## config.mk

```make
export PLATFORM = sky130hd
export DESIGN_NAME = fix_lpf_seq_flat
export DESIGN_NICKNAME = d
export VERILOG_FILES = /design/src/rtl/fix_lpf_seq_if.sv /design/src/rtl/fix_lpf_seq.sv /design/src/flat_wrapper.sv
export SDC_FILE = /design/constraint.sdc
export NUM_CORES = 1
export LEC_CHECK = 0
export ABC_AREA = 1
export CORE_MARGIN = 2
export CORE_UTILIZATION = 59
export DETAILED_ROUTE_END_ITERATION = 6
export GPL_ROUTABILITY_DRIVEN = 0
export GPL_TIMING_DRIVEN = 0
export PLACE_DENSITY = 0.83
export SYNTH_ARGS = -nofsm -noshare
export SYNTH_HDL_FRONTEND = slang
export SYNTH_SLANG_ARGS = --single-unit
```

## constraint.sdc

```tcl
create_clock -name clk -period 10.1 [get_ports clk]
set_input_delay 1.01 -clock clk [delete_from_list [all_inputs] [get_ports clk]]
set_output_delay 1.01 -clock clk [all_outputs]
set_load 0.01 [all_outputs]
```

## src/rtl/fix_lpf_seq_if.sv

```systemverilog
// fix_lpf_seq_if: sample handshake, output strobe and coefficient-table link
// for the fix_lpf_seq sequencer. The slave side is the sequencer itself; the
// master side is the sample source plus the fix_lpf_table coefficient ROM.
interface fix_lpf_seq_if;
  logic [1:0]         cutoff_sel;
  logic signed [15:0] din;
  logic               din_vld;
  logic               din_rdy;

  logic               sel_lpf_0p1875;
  logic               sel_lpf_0p325;
  logic               sel_lpf_0p75;

  logic signed [15:0] lpf_b1;
  logic signed [15:0] lpf_b2;
  logic signed [15:0] lpf_b3;
  logic signed [15:0] lpf_b4;
  logic signed [15:0] lpf_b5;
  logic signed [15:0] lpf_b6;
  logic signed [15:0] lpf_a1;
  logic signed [15:0] lpf_a2;
  logic signed [15:0] lpf_a3;
  logic signed [15:0] lpf_a4;
  logic signed [15:0] lpf_a5;
  logic signed [15:0] lpf_a6;

  logic signed [15:0] dout;
  logic               dout_vld;
  logic               sat;

  modport slave (
    input  cutoff_sel, din, din_vld,
    input  lpf_b1, lpf_b2, lpf_b3, lpf_b4, lpf_b5, lpf_b6,
    input  lpf_a1, lpf_a2, lpf_a3, lpf_a4, lpf_a5, lpf_a6,
    output din_rdy, sel_lpf_0p1875, sel_lpf_0p325, sel_lpf_0p75,
    output dout, dout_vld, sat
  );

  modport master (
    output cutoff_sel, din, din_vld,
    output lpf_b1, lpf_b2, lpf_b3, lpf_b4, lpf_b5, lpf_b6,
    output lpf_a1, lpf_a2, lpf_a3, lpf_a4, lpf_a5, lpf_a6,
    input  din_rdy, sel_lpf_0p1875, sel_lpf_0p325, sel_lpf_0p75,
    input  dout, dout_vld, sat
  );
endinterface

```

## src/rtl/fix_lpf_seq.sv

```systemverilog
// fix_lpf_seq: time-multiplexed Direct Form I sequencer for the 5th-order Q10
// low-pass IIR. One shared 16x16 MAC, 11 products per sample, 13 cycles per
// sample in filter mode and 2 in bypass. History is flushed whenever the
// accepted cutoff differs from the active one.
// Optional feature: define FIX_LPF_SEQ_SAT_EN to clip the output to 16 bits
// and report clipping on sat; otherwise the output wraps and sat stays 0.
module fix_lpf_seq #(
  parameter int unsigned ACC_W = 40
) (
  input  logic         clk,
  input  logic         rst,
  fix_lpf_seq_if.slave bus
);

  localparam int unsigned DW     = 16;
  localparam int unsigned PW     = 32;
  localparam int unsigned KW     = 4;
  localparam int unsigned HD     = 5;
  localparam logic [KW-1:0] K_FB   = KW'(6);
  localparam logic [KW-1:0] K_LAST = KW'(10);

  typedef enum logic [1:0] {
    S_IDLE = 2'd0,
    S_MAC  = 2'd1,
    S_OUT  = 2'd2
  } state_t;

  state_t                  r_state;
  state_t                  w_state_nxt;
  logic                    w_accept;
  logic                    w_mac;
  logic                    w_out;

  logic [KW-1:0]           r_k;
  logic signed [ACC_W-1:0] r_acc;
  logic signed [DW-1:0]    r_x [0:HD];
  logic signed [DW-1:0]    r_y [1:HD];
  logic [1:0]              r_sel;

  logic                    r_din_rdy;
  logic signed [DW-1:0]    r_dout;
  logic                    r_dout_vld;
  logic                    r_sat;
  logic                    r_sel_0p1875;
  logic                    r_sel_0p325;
  logic                    r_sel_0p75;

  logic signed [DW-1:0]    w_coef;
  logic signed [DW-1:0]    w_hist;
  logic signed [PW-1:0]    w_prod;
  logic signed [ACC_W-1:0] w_term;
  logic signed [ACC_W-1:0] w_rnd;
  logic signed [DW-1:0]    w_res;
  logic                    w_clip;

  // State register
  always_ff @(posedge clk or posedge rst) begin
    if (rst) r_state <= S_IDLE;
    else     r_state <= w_state_nxt;
  end

  // Next-state and per-cycle control strobes
  always_comb begin
    w_state_nxt = r_state;
    w_accept    = 1'b0;
    w_mac       = 1'b0;
    w_out       = 1'b0;
    case (r_state)
      S_IDLE: begin
        if (bus.din_vld && r_din_rdy) begin
          w_accept    = 1'b1;
          w_state_nxt = (bus.cutoff_sel == 2'd0) ? S_OUT : S_MAC;
        end
      end
      S_MAC: begin
        w_mac = 1'b1;
        if (r_k == K_LAST) w_state_nxt = S_OUT;
      end
      S_OUT: begin
        w_out       = 1'b1;
        w_state_nxt = S_IDLE;
      end
      default: w_state_nxt = S_IDLE;
    endcase
  end

  // MAC operand select: feed-forward taps for k=0..5, feedback taps for k=6..10
  always_comb begin
    w_coef = '0;
    w_hist = '0;
    case (r_k)
      4'd0:    begin w_coef = bus.lpf_b1; w_hist = r_x[0]; end
      4'd1:    begin w_coef = bus.lpf_b2; w_hist = r_x[1]; end
      4'd2:    begin w_coef = bus.lpf_b3; w_hist = r_x[2]; end
      4'd3:    begin w_coef = bus.lpf_b4; w_hist = r_x[3]; end
      4'd4:    begin w_coef = bus.lpf_b5; w_hist = r_x[4]; end
      4'd5:    begin w_coef = bus.lpf_b6; w_hist = r_x[5]; end
      4'd6:    begin w_coef = bus.lpf_a2; w_hist = r_y[1]; end
      4'd7:    begin w_coef = bus.lpf_a3; w_hist = r_y[2]; end
      4'd8:    begin w_coef = bus.lpf_a4; w_hist = r_y[3]; end
      4'd9:    begin w_coef = bus.lpf_a5; w_hist = r_y[4]; end
      4'd10:   begin w_coef = bus.lpf_a6; w_hist = r_y[5]; end
      default: begin w_coef = '0;         w_hist = '0;     end
    endcase
  end

  assign w_prod = w_coef * w_hist;
  assign w_term = ACC_W'(w_prod);

  // Q10 round-half-up back to sample scale
  assign w_rnd = (r_acc + ACC_W'(32'sd512)) >>> 10;

`ifdef FIX_LPF_SEQ_SAT_EN
  // Clip the rounded result into the signed 16-bit range
  always_comb begin
    w_res  = DW'(w_rnd);
    w_clip = 1'b0;
    if (w_rnd > ACC_W'(32'sd32767)) begin
      w_res  = 16'sh7fff;
      w_clip = 1'b1;
    end else if (w_rnd < ACC_W'(-32'sd32768)) begin
      w_res  = 16'sh8000;
      w_clip = 1'b1;
    end
  end
`else
  assign w_res  = DW'(w_rnd);
  assign w_clip = 1'b0;
`endif

  // Datapath: accept/latch, accumulate, output and history update
  always_ff @(posedge clk or posedge rst) begin
    if (rst) begin
      r_k          <= '0;
      r_acc        <= '0;
      r_sel        <= 2'd0;
      r_din_rdy    <= 1'b1;
      r_dout       <= '0;
      r_dout_vld   <= 1'b0;
      r_sat        <= 1'b0;
      r_sel_0p1875 <= 1'b0;
      r_sel_0p325  <= 1'b0;
      r_sel_0p75   <= 1'b0;
      r_x[0]       <= '0;
      for (int i = 1; i <= HD; i++) begin
        r_x[i] <= '0;
        r_y[i] <= '0;
      end
    end else begin
      r_dout_vld <= 1'b0;
      r_sat      <= 1'b0;

      if (w_accept) begin
        r_x[0]       <= bus.din;
        r_acc        <= '0;
        r_k          <= '0;
        r_din_rdy    <= 1'b0;
        r_sel        <= bus.cutoff_sel;
        r_sel_0p1875 <= (bus.cutoff_sel == 2'd1);
        r_sel_0p325  <= (bus.cutoff_sel == 2'd2);
        r_sel_0p75   <= (bus.cutoff_sel == 2'd3);
        if (bus.cutoff_sel != r_sel) begin
          for (int i = 1; i <= HD; i++) begin
            r_x[i] <= '0;
            r_y[i] <= '0;
          end
        end
      end

      if (w_mac) begin
        r_acc <= (r_k < K_FB) ? (r_acc + w_term) : (r_acc - w_term);
        r_k   <= r_k + KW'(1);
      end

      if (w_out) begin
        r_din_rdy  <= 1'b1;
        r_dout_vld <= 1'b1;
        if (r_sel == 2'd0) begin
          r_dout <= r_x[0];
          for (int i = 1; i <= HD; i++) begin
            r_x[i] <= '0;
            r_y[i] <= '0;
          end
        end else begin
          r_dout <= w_res;
          r_sat  <= w_clip;
          for (int i = HD; i >= 2; i--) begin
            r_x[i] <= r_x[i-1];
            r_y[i] <= r_y[i-1];
          end
          r_x[1] <= r_x[0];
          r_y[1] <= w_res;
        end
      end
    end
  end

  assign bus.din_rdy        = r_din_rdy;
  assign bus.dout           = r_dout;
  assign bus.dout_vld       = r_dout_vld;
  assign bus.sat            = r_sat;
  assign bus.sel_lpf_0p1875 = r_sel_0p1875;
  assign bus.sel_lpf_0p325  = r_sel_0p325;
  assign bus.sel_lpf_0p75   = r_sel_0p75;

endmodule

```

## src/flat_wrapper.sv

```systemverilog
// flat-port wrapper written by rule: the top's interface ports become plain ports
module fix_lpf_seq_flat 
#(
  parameter int unsigned ACC_W = 40
)
  (clk, rst, bus_cutoff_sel, bus_din, bus_din_vld, bus_lpf_b1, bus_lpf_b2, bus_lpf_b3, bus_lpf_b4, bus_lpf_b5, bus_lpf_b6, bus_lpf_a1, bus_lpf_a2, bus_lpf_a3, bus_lpf_a4, bus_lpf_a5, bus_lpf_a6, bus_din_rdy, bus_sel_lpf_0p1875, bus_sel_lpf_0p325, bus_sel_lpf_0p75, bus_dout, bus_dout_vld, bus_sat);
  fix_lpf_seq_if bus_i ();
  input  logic clk;
  input  logic rst;
  input wire logic [$bits(bus_i.cutoff_sel)-1:0] bus_cutoff_sel;
  input wire logic [$bits(bus_i.din)-1:0] bus_din;
  input wire logic [$bits(bus_i.din_vld)-1:0] bus_din_vld;
  input wire logic [$bits(bus_i.lpf_b1)-1:0] bus_lpf_b1;
  input wire logic [$bits(bus_i.lpf_b2)-1:0] bus_lpf_b2;
  input wire logic [$bits(bus_i.lpf_b3)-1:0] bus_lpf_b3;
  input wire logic [$bits(bus_i.lpf_b4)-1:0] bus_lpf_b4;
  input wire logic [$bits(bus_i.lpf_b5)-1:0] bus_lpf_b5;
  input wire logic [$bits(bus_i.lpf_b6)-1:0] bus_lpf_b6;
  input wire logic [$bits(bus_i.lpf_a1)-1:0] bus_lpf_a1;
  input wire logic [$bits(bus_i.lpf_a2)-1:0] bus_lpf_a2;
  input wire logic [$bits(bus_i.lpf_a3)-1:0] bus_lpf_a3;
  input wire logic [$bits(bus_i.lpf_a4)-1:0] bus_lpf_a4;
  input wire logic [$bits(bus_i.lpf_a5)-1:0] bus_lpf_a5;
  input wire logic [$bits(bus_i.lpf_a6)-1:0] bus_lpf_a6;
  output wire logic [$bits(bus_i.din_rdy)-1:0] bus_din_rdy;
  output wire logic [$bits(bus_i.sel_lpf_0p1875)-1:0] bus_sel_lpf_0p1875;
  output wire logic [$bits(bus_i.sel_lpf_0p325)-1:0] bus_sel_lpf_0p325;
  output wire logic [$bits(bus_i.sel_lpf_0p75)-1:0] bus_sel_lpf_0p75;
  output wire logic [$bits(bus_i.dout)-1:0] bus_dout;
  output wire logic [$bits(bus_i.dout_vld)-1:0] bus_dout_vld;
  output wire logic [$bits(bus_i.sat)-1:0] bus_sat;
  assign bus_i.cutoff_sel = bus_cutoff_sel;
  assign bus_i.din = bus_din;
  assign bus_i.din_vld = bus_din_vld;
  assign bus_i.lpf_b1 = bus_lpf_b1;
  assign bus_i.lpf_b2 = bus_lpf_b2;
  assign bus_i.lpf_b3 = bus_lpf_b3;
  assign bus_i.lpf_b4 = bus_lpf_b4;
  assign bus_i.lpf_b5 = bus_lpf_b5;
  assign bus_i.lpf_b6 = bus_lpf_b6;
  assign bus_i.lpf_a1 = bus_lpf_a1;
  assign bus_i.lpf_a2 = bus_lpf_a2;
  assign bus_i.lpf_a3 = bus_lpf_a3;
  assign bus_i.lpf_a4 = bus_lpf_a4;
  assign bus_i.lpf_a5 = bus_lpf_a5;
  assign bus_i.lpf_a6 = bus_lpf_a6;
  assign bus_din_rdy = bus_i.din_rdy;
  assign bus_sel_lpf_0p1875 = bus_i.sel_lpf_0p1875;
  assign bus_sel_lpf_0p325 = bus_i.sel_lpf_0p325;
  assign bus_sel_lpf_0p75 = bus_i.sel_lpf_0p75;
  assign bus_dout = bus_i.dout;
  assign bus_dout_vld = bus_i.dout_vld;
  assign bus_sat = bus_i.sat;
  fix_lpf_seq #(.ACC_W(ACC_W)) u_core (.clk(clk), .rst(rst), .bus(bus_i));
endmodule
```

# Yosys cells after proc, flatten, opt, wreduce, memory -nomap -nowiden
# Cells that the tools add are included.
# word_totals
regBits	245
latch_bits	0
ram_bits	0
rom_bits	0
inputBits	213
output_inout_bits	22
elab_cells	81
memories	0
# classes
addsub	4
multipliers	1
div	0
magnitude_cmp	1
n_eq_ne	18
shifts	0
mux	26
n_bitwise	0
n_reduce_logical	10
# op_table
op	n
$mux 80	7
$pmux 16 s11	2
$mux 40	3
$add 40x32->40	1
$sub 40x32->40	1
$mul 16x16->32	1
$add 26x11->26 const B	1
$eq 4x3->1 const B	4
$mux 16	1
$eq 4x4->1 const B	3
$eq 4x2->1 const B	2
$mux 4	2
$mux 1	7
$eq 2x2->1 const B	3
$logic_not 2->1	3
$mux 2	3
$reduce_bool 2->1	3
$add 4x1->4 const B	1
$eq 2x1->1 const B	2
$eq 4x1->1 const B	1
$logic_not 4->1	1
$lt 4x3->1 const B	1
$ne 2x1->1 const B	2
$pmux 2 s2	1
3 further kinds	4

# Depth between registers and ports, before layout
# logic_depth
depth_word	6
mapped_depth	58

# Worst setup path after synthesis
# No wires, ideal clock.
# synth_path
path_kind	flip-flop to flip-flop
from	register u_core.r_k[0]
to	register u_core.r_acc[23]
setup_ps	126
arrival_time_ps	8767
required_time_ps	9974
path_slack_ps	1207
path_stages_with_launch	50
path_buffers	4
cell_sequence	dfrtp_1 -> ha_1 -> buf_2 -> nand2_1 -> nor2_4 -> buf_2 -> buf_1 -> a221oi_1 -> nand3_1 -> clkbuf_1 -> nand2_1 -> fa_1 -> inv_1 -> fa_1 -> inv_1 -> fa_1 -> inv_1 -> fa_1 -> (+14 left out) -> nor2_1 -> inv_1 -> o21ai_0 -> xor2_1 -> inv_1 -> ha_1 -> nand2_1 -> nor4_1 -> nand3_1 -> o211ai_1 -> nand3_1 -> nand2_1 -> nand3_1 -> nand2_1 -> a21oi_1 -> or2_2 -> nand3_1 -> o21ai_0
# synth_via
elab_chain_len	6
elab_cells_between_ends	19
classes_between	add/sub (2); mul (1); order compare (1); eq/ne (10); mux (4); reduce/logical (1)
# synth_lines
item	line	source
start, declared	fix_lpf_seq.sv:34	logic [KW-1:0] r_k;
start signal, assigned	fix_lpf_seq.sv:172	r_k <= r_k + KW'(1);
$eq 4x4->1, or another cell as far along	fix_lpf_seq.sv:91	case (r_k)
$pmux 16 s11	fix_lpf_seq.sv:91	
$mul 16x16->32	fix_lpf_seq.sv:107	assign w_prod = w_coef * w_hist;
$sub 40x32->40 / $add 40x32->40 (equally long branches)	fix_lpf_seq.sv:171	r_acc <= (r_k < K_FB) ? (r_acc + w_term) : (r_acc - w_term);
$mux 40 (*)	fix_lpf_seq.sv:171	
$mux 40 (*)	fix_lpf_seq.sv:170	if (w_mac) begin
end signal, assigned	fix_lpf_seq.sv:171	
end, declared	fix_lpf_seq.sv:35	logic signed [ACC_W-1:0] r_acc;
# Mark *: on every way between the ends. The rest lies on a longest branch, timed or not.
# A chain may end at the register's enable or synchronous reset.

# Worst setup path after layout
# Same ends and word-level chain as after synthesis.

==> out/results.ini <==
[setup_path]
crit_path_start_kind = flip-flop
reg2reg_setup_slack_ps = 420
crit_path_end_kind = flip-flop
worst_ep_required_time_ps = 10510
crit_top_cell = inv_1
crit_arrival_ps = 10090
cpMaxStageDelayCell = fa_1
critical_path.max_stage_delay_ps = 570
critPathMaxFanout = 10
ff2ff_path_depth = 46
worstSetupPathType = flip-flop to flip-flop
rr_startpoint = u_core.r_k[0]$_DFFE_PP0P_
r2r_end = u_core.r_acc[23]$_DFFE_PP0P_

[placed_design]
dpl.hpwl_um = 59600
portBuffers = 217
place_ws_ps = -1110

[timing]
setup_slack_ps = 420
slew_headroom_pct = 45.1
post-route-min-period_ps = 9680
rsz0062_at_grt = true
drv_slew = 0
timing.fmax_mhz = 103
whs_ps = 501
worst_pin_slew_ps = 823
min_period_over_period_pct = 95.8
setup_tns_ps = 0
setup_viol = 0
hold_viol = 0
clock_skew_ps = 12.5

[hold_path]
holdCritStartpoint = u_core.bus.din_rdy$_DFFE_PP1P_
hold_path_end = u_core.bus.din_rdy$_DFFE_PP1P_
hold_path_depth = 2
hp-class = flip-flop to flip-flop

[layout]
drive_gt1_share_pct = 8.87
area_growth_pct = 19.7
fill_cells = 2752
layout_common_cells = inv_1, nand2_1, dfrtp_1
final_common_cell = inv_1
fin_util_pct = 71.2
num-nets-final = 3686

[status]
status = finished with violations
violations = design-rule violations

[yosys]
syn_area_sq_um = 22200
synth_nets = 3413
synth_edf_count = 0
synth_seq_area_share_pct = 26.0
synth_seq_cells = 231
synthArstFlopShare_pct = 100
syn_inst = 2884
ys_warn_count = 0
synthFlopType = dfrtp_1
synth_cell_type_count = 58
avgSynthCellArea_sq_um = 7.71

[clock_network]
clock-sinks = 231
cts.path.max_buffers = 3
clock_latency_ps = 520
htreeDepth = 1
cts_tree = yes
clockRootBuffer = clkbuf_16
cts_made_buffers = 22
cts.clk_slew.worst_paths_ps = 70

[floorplan]
ios = 235
core_sq_um = 37400
start_util_pct = 59.5
rows = 71
dieArea_sq_um = 39300
fp.dieH_um = 198
die_w_um = 198

[global_route]
grt_pass1_wl_um = 121000
antenna_found_initial = 2
track_usage_pct = 40.1
grt_max_degree = 122
grt.overflow.total = 0
grt_pass1_vias = 22200

[detailed_routing]
first_pass_iters = 7
routed_wl_um = 77900
post_drt_via_cell_ratio = 6.01
wl_per_cell_um = 21.2
ant_nets = 0
drc = 1
first_iter_violations = 3077
vias = 22100

[flow_run]
drv_cap = 0

## state kept, by name, summed over array words and instances, names as in the netlist
signal                     count
u_core.r_x                    96
u_core.r_y                    80
u_core.r_acc                  26
u_core.bus.dout               16
u_core.r_k                     4
u_core.r_sel                   2
u_core.r_state                 2
u_core.bus.din_rdy             1
u_core.bus.dout_vld            1
u_core.bus.sel_lpf_0p1875      1
u_core.bus.sel_lpf_0p325       1
u_core.bus.sel_lpf_0p75        1
## cell type report
type	count	area (sq um)	area share, %
clock buffer	32	649	2.44
sequential	231	5780	21.7
buffer	126	771	2.90
multi-input combinational	1799	13600	50.9
tap	511	639	2.40
inverter	728	2750	10.3
antenna	2	5.00	0.0188
clock inverter	4	22.5	0.0846
timing repair buffer	249	2450	9.20
## stage by stage
| step | std cells | instance area (sq um) |
|---|---|---|
| 6_report | 3682 | 26600 |
| 5_1_grt | 3681 | 26600 |
| 4_1_cts | 3663 | 26100 |
| 3_5_place_dp | 3613 | 25100 |
| 3_3_place_gp | 3612 | 25100 |
| 2_1_floorplan | 2884 | 22200 |
## worst max-delay path by stage
| stage | start | to | slack (ps) | depth (start not counted) |
|---|---|---|---|---|
| global route | u_core.r_k[0]$_DFFE_PP0P_ | u_core.r_acc[23]$_DFFE_PP0P_ | -100 | 50 |
| CTS | u_core.r_k[0]$_DFFE_PP0P_ | u_core.r_acc[23]$_DFFE_PP0P_ | 1 | 50 |
| global placement | u_core.r_k[0]$_DFFE_PP0P_ | u_core.r_acc[23]$_DFFE_PP0P_ | -800 | 49 |
| detailed placement | u_core.r_k[0]$_DFFE_PP0P_ | u_core.r_acc[23]$_DFFE_PP0P_ | -1110 | 49 |
| floorplan | u_core.r_k[0]$_DFFE_PP0P_ | u_core.r_acc[23]$_DFFE_PP0P_ | 1210 | 49 |
| finish | u_core.r_k[0]$_DFFE_PP0P_ | u_core.r_acc[23]$_DFFE_PP0P_ | 420 | 46 |
## layer usage
metal  share of wire, %  GRT usage [%]  vias up
met4                6.8           22.6        2
met5              0.013              0        -
met3                 14           12.0      357
met2                 43           60.8     1654
li1                   -              -     9611
met1                 36           51.4    10500
## what timing repair did
| item | 4_1_cts | 5_1_grt |
|---|---|---|
| gates resized for setup | 71 | 122 |
| pin swaps | 13 | 18 |
| buffers inserted | 14 | 17 |
| hold buffers | 0 | 0 |
| endpoints found under the setup margin | 9 | 9 |
| gates cloned | 0 | 0 |
## synthesized netlist by cell type, drive strengths merged, types with 2 or more instances
master | count | area share, %
a211oi | 5 | 0.19
a21boi | 2 | 0.067
a21o | 3 | 0.10
a21oi | 73 | 1.7
a221oi | 41 | 1.6
a22o | 9 | 0.35
a31oi | 4 | 0.11
a32o | 4 | 0.18
and2 | 3 | 0.084
buf | 52 | 1.6
clkbuf | 74 | 1.2
clkinv | 2 | 0.034
dfrtp | 230 | 26
fa | 210 | 19
ha | 106 | 6.0
inv | 726 | 12
nand2 | 607 | 10
nand3 | 141 | 3.6
nand3b | 5 | 0.23
nand4 | 49 | 1.5
nor2 | 130 | 2.5
nor3 | 11 | 0.29
nor4 | 5 | 0.14
o211ai | 20 | 0.68
o21ai | 116 | 2.6
o21bai | 3 | 0.10
o22ai | 190 | 5.3
o41ai | 2 | 0.079
or2 | 5 | 0.14
xnor2 | 9 | 0.35
xor2 | 39 | 1.5
## critical path, delay by kind of cell, from the launching register on
| family | cells | cell delay [ps] |
|---|---|---|
| compound gates | 6 | 1010 |
| xor+xnor | 1 | 210 |
| fa+ha+maj | 9 | 4100 |
| buf+inv | 12 | 1260 |
| flops | 1 | 410 |
| simple gates | 18 | 2550 |
## cell families after synthesis
family	count (synthesis)	share of synthesized area, %
xor gates and xnor gates	48	1.89
and+or+nand+nor	957	18.8
DFF	231	26.0
AOI/OAI and AO/OA	477	13.3
adders and majority gates	316	24.9
buffers and inverters	854	15.1
other	1	0.0169
Power of run 1 is left out: the tool's default activity adds up to more than one toggle a clock period on the data nets, which glitch-free logic cannot reach.
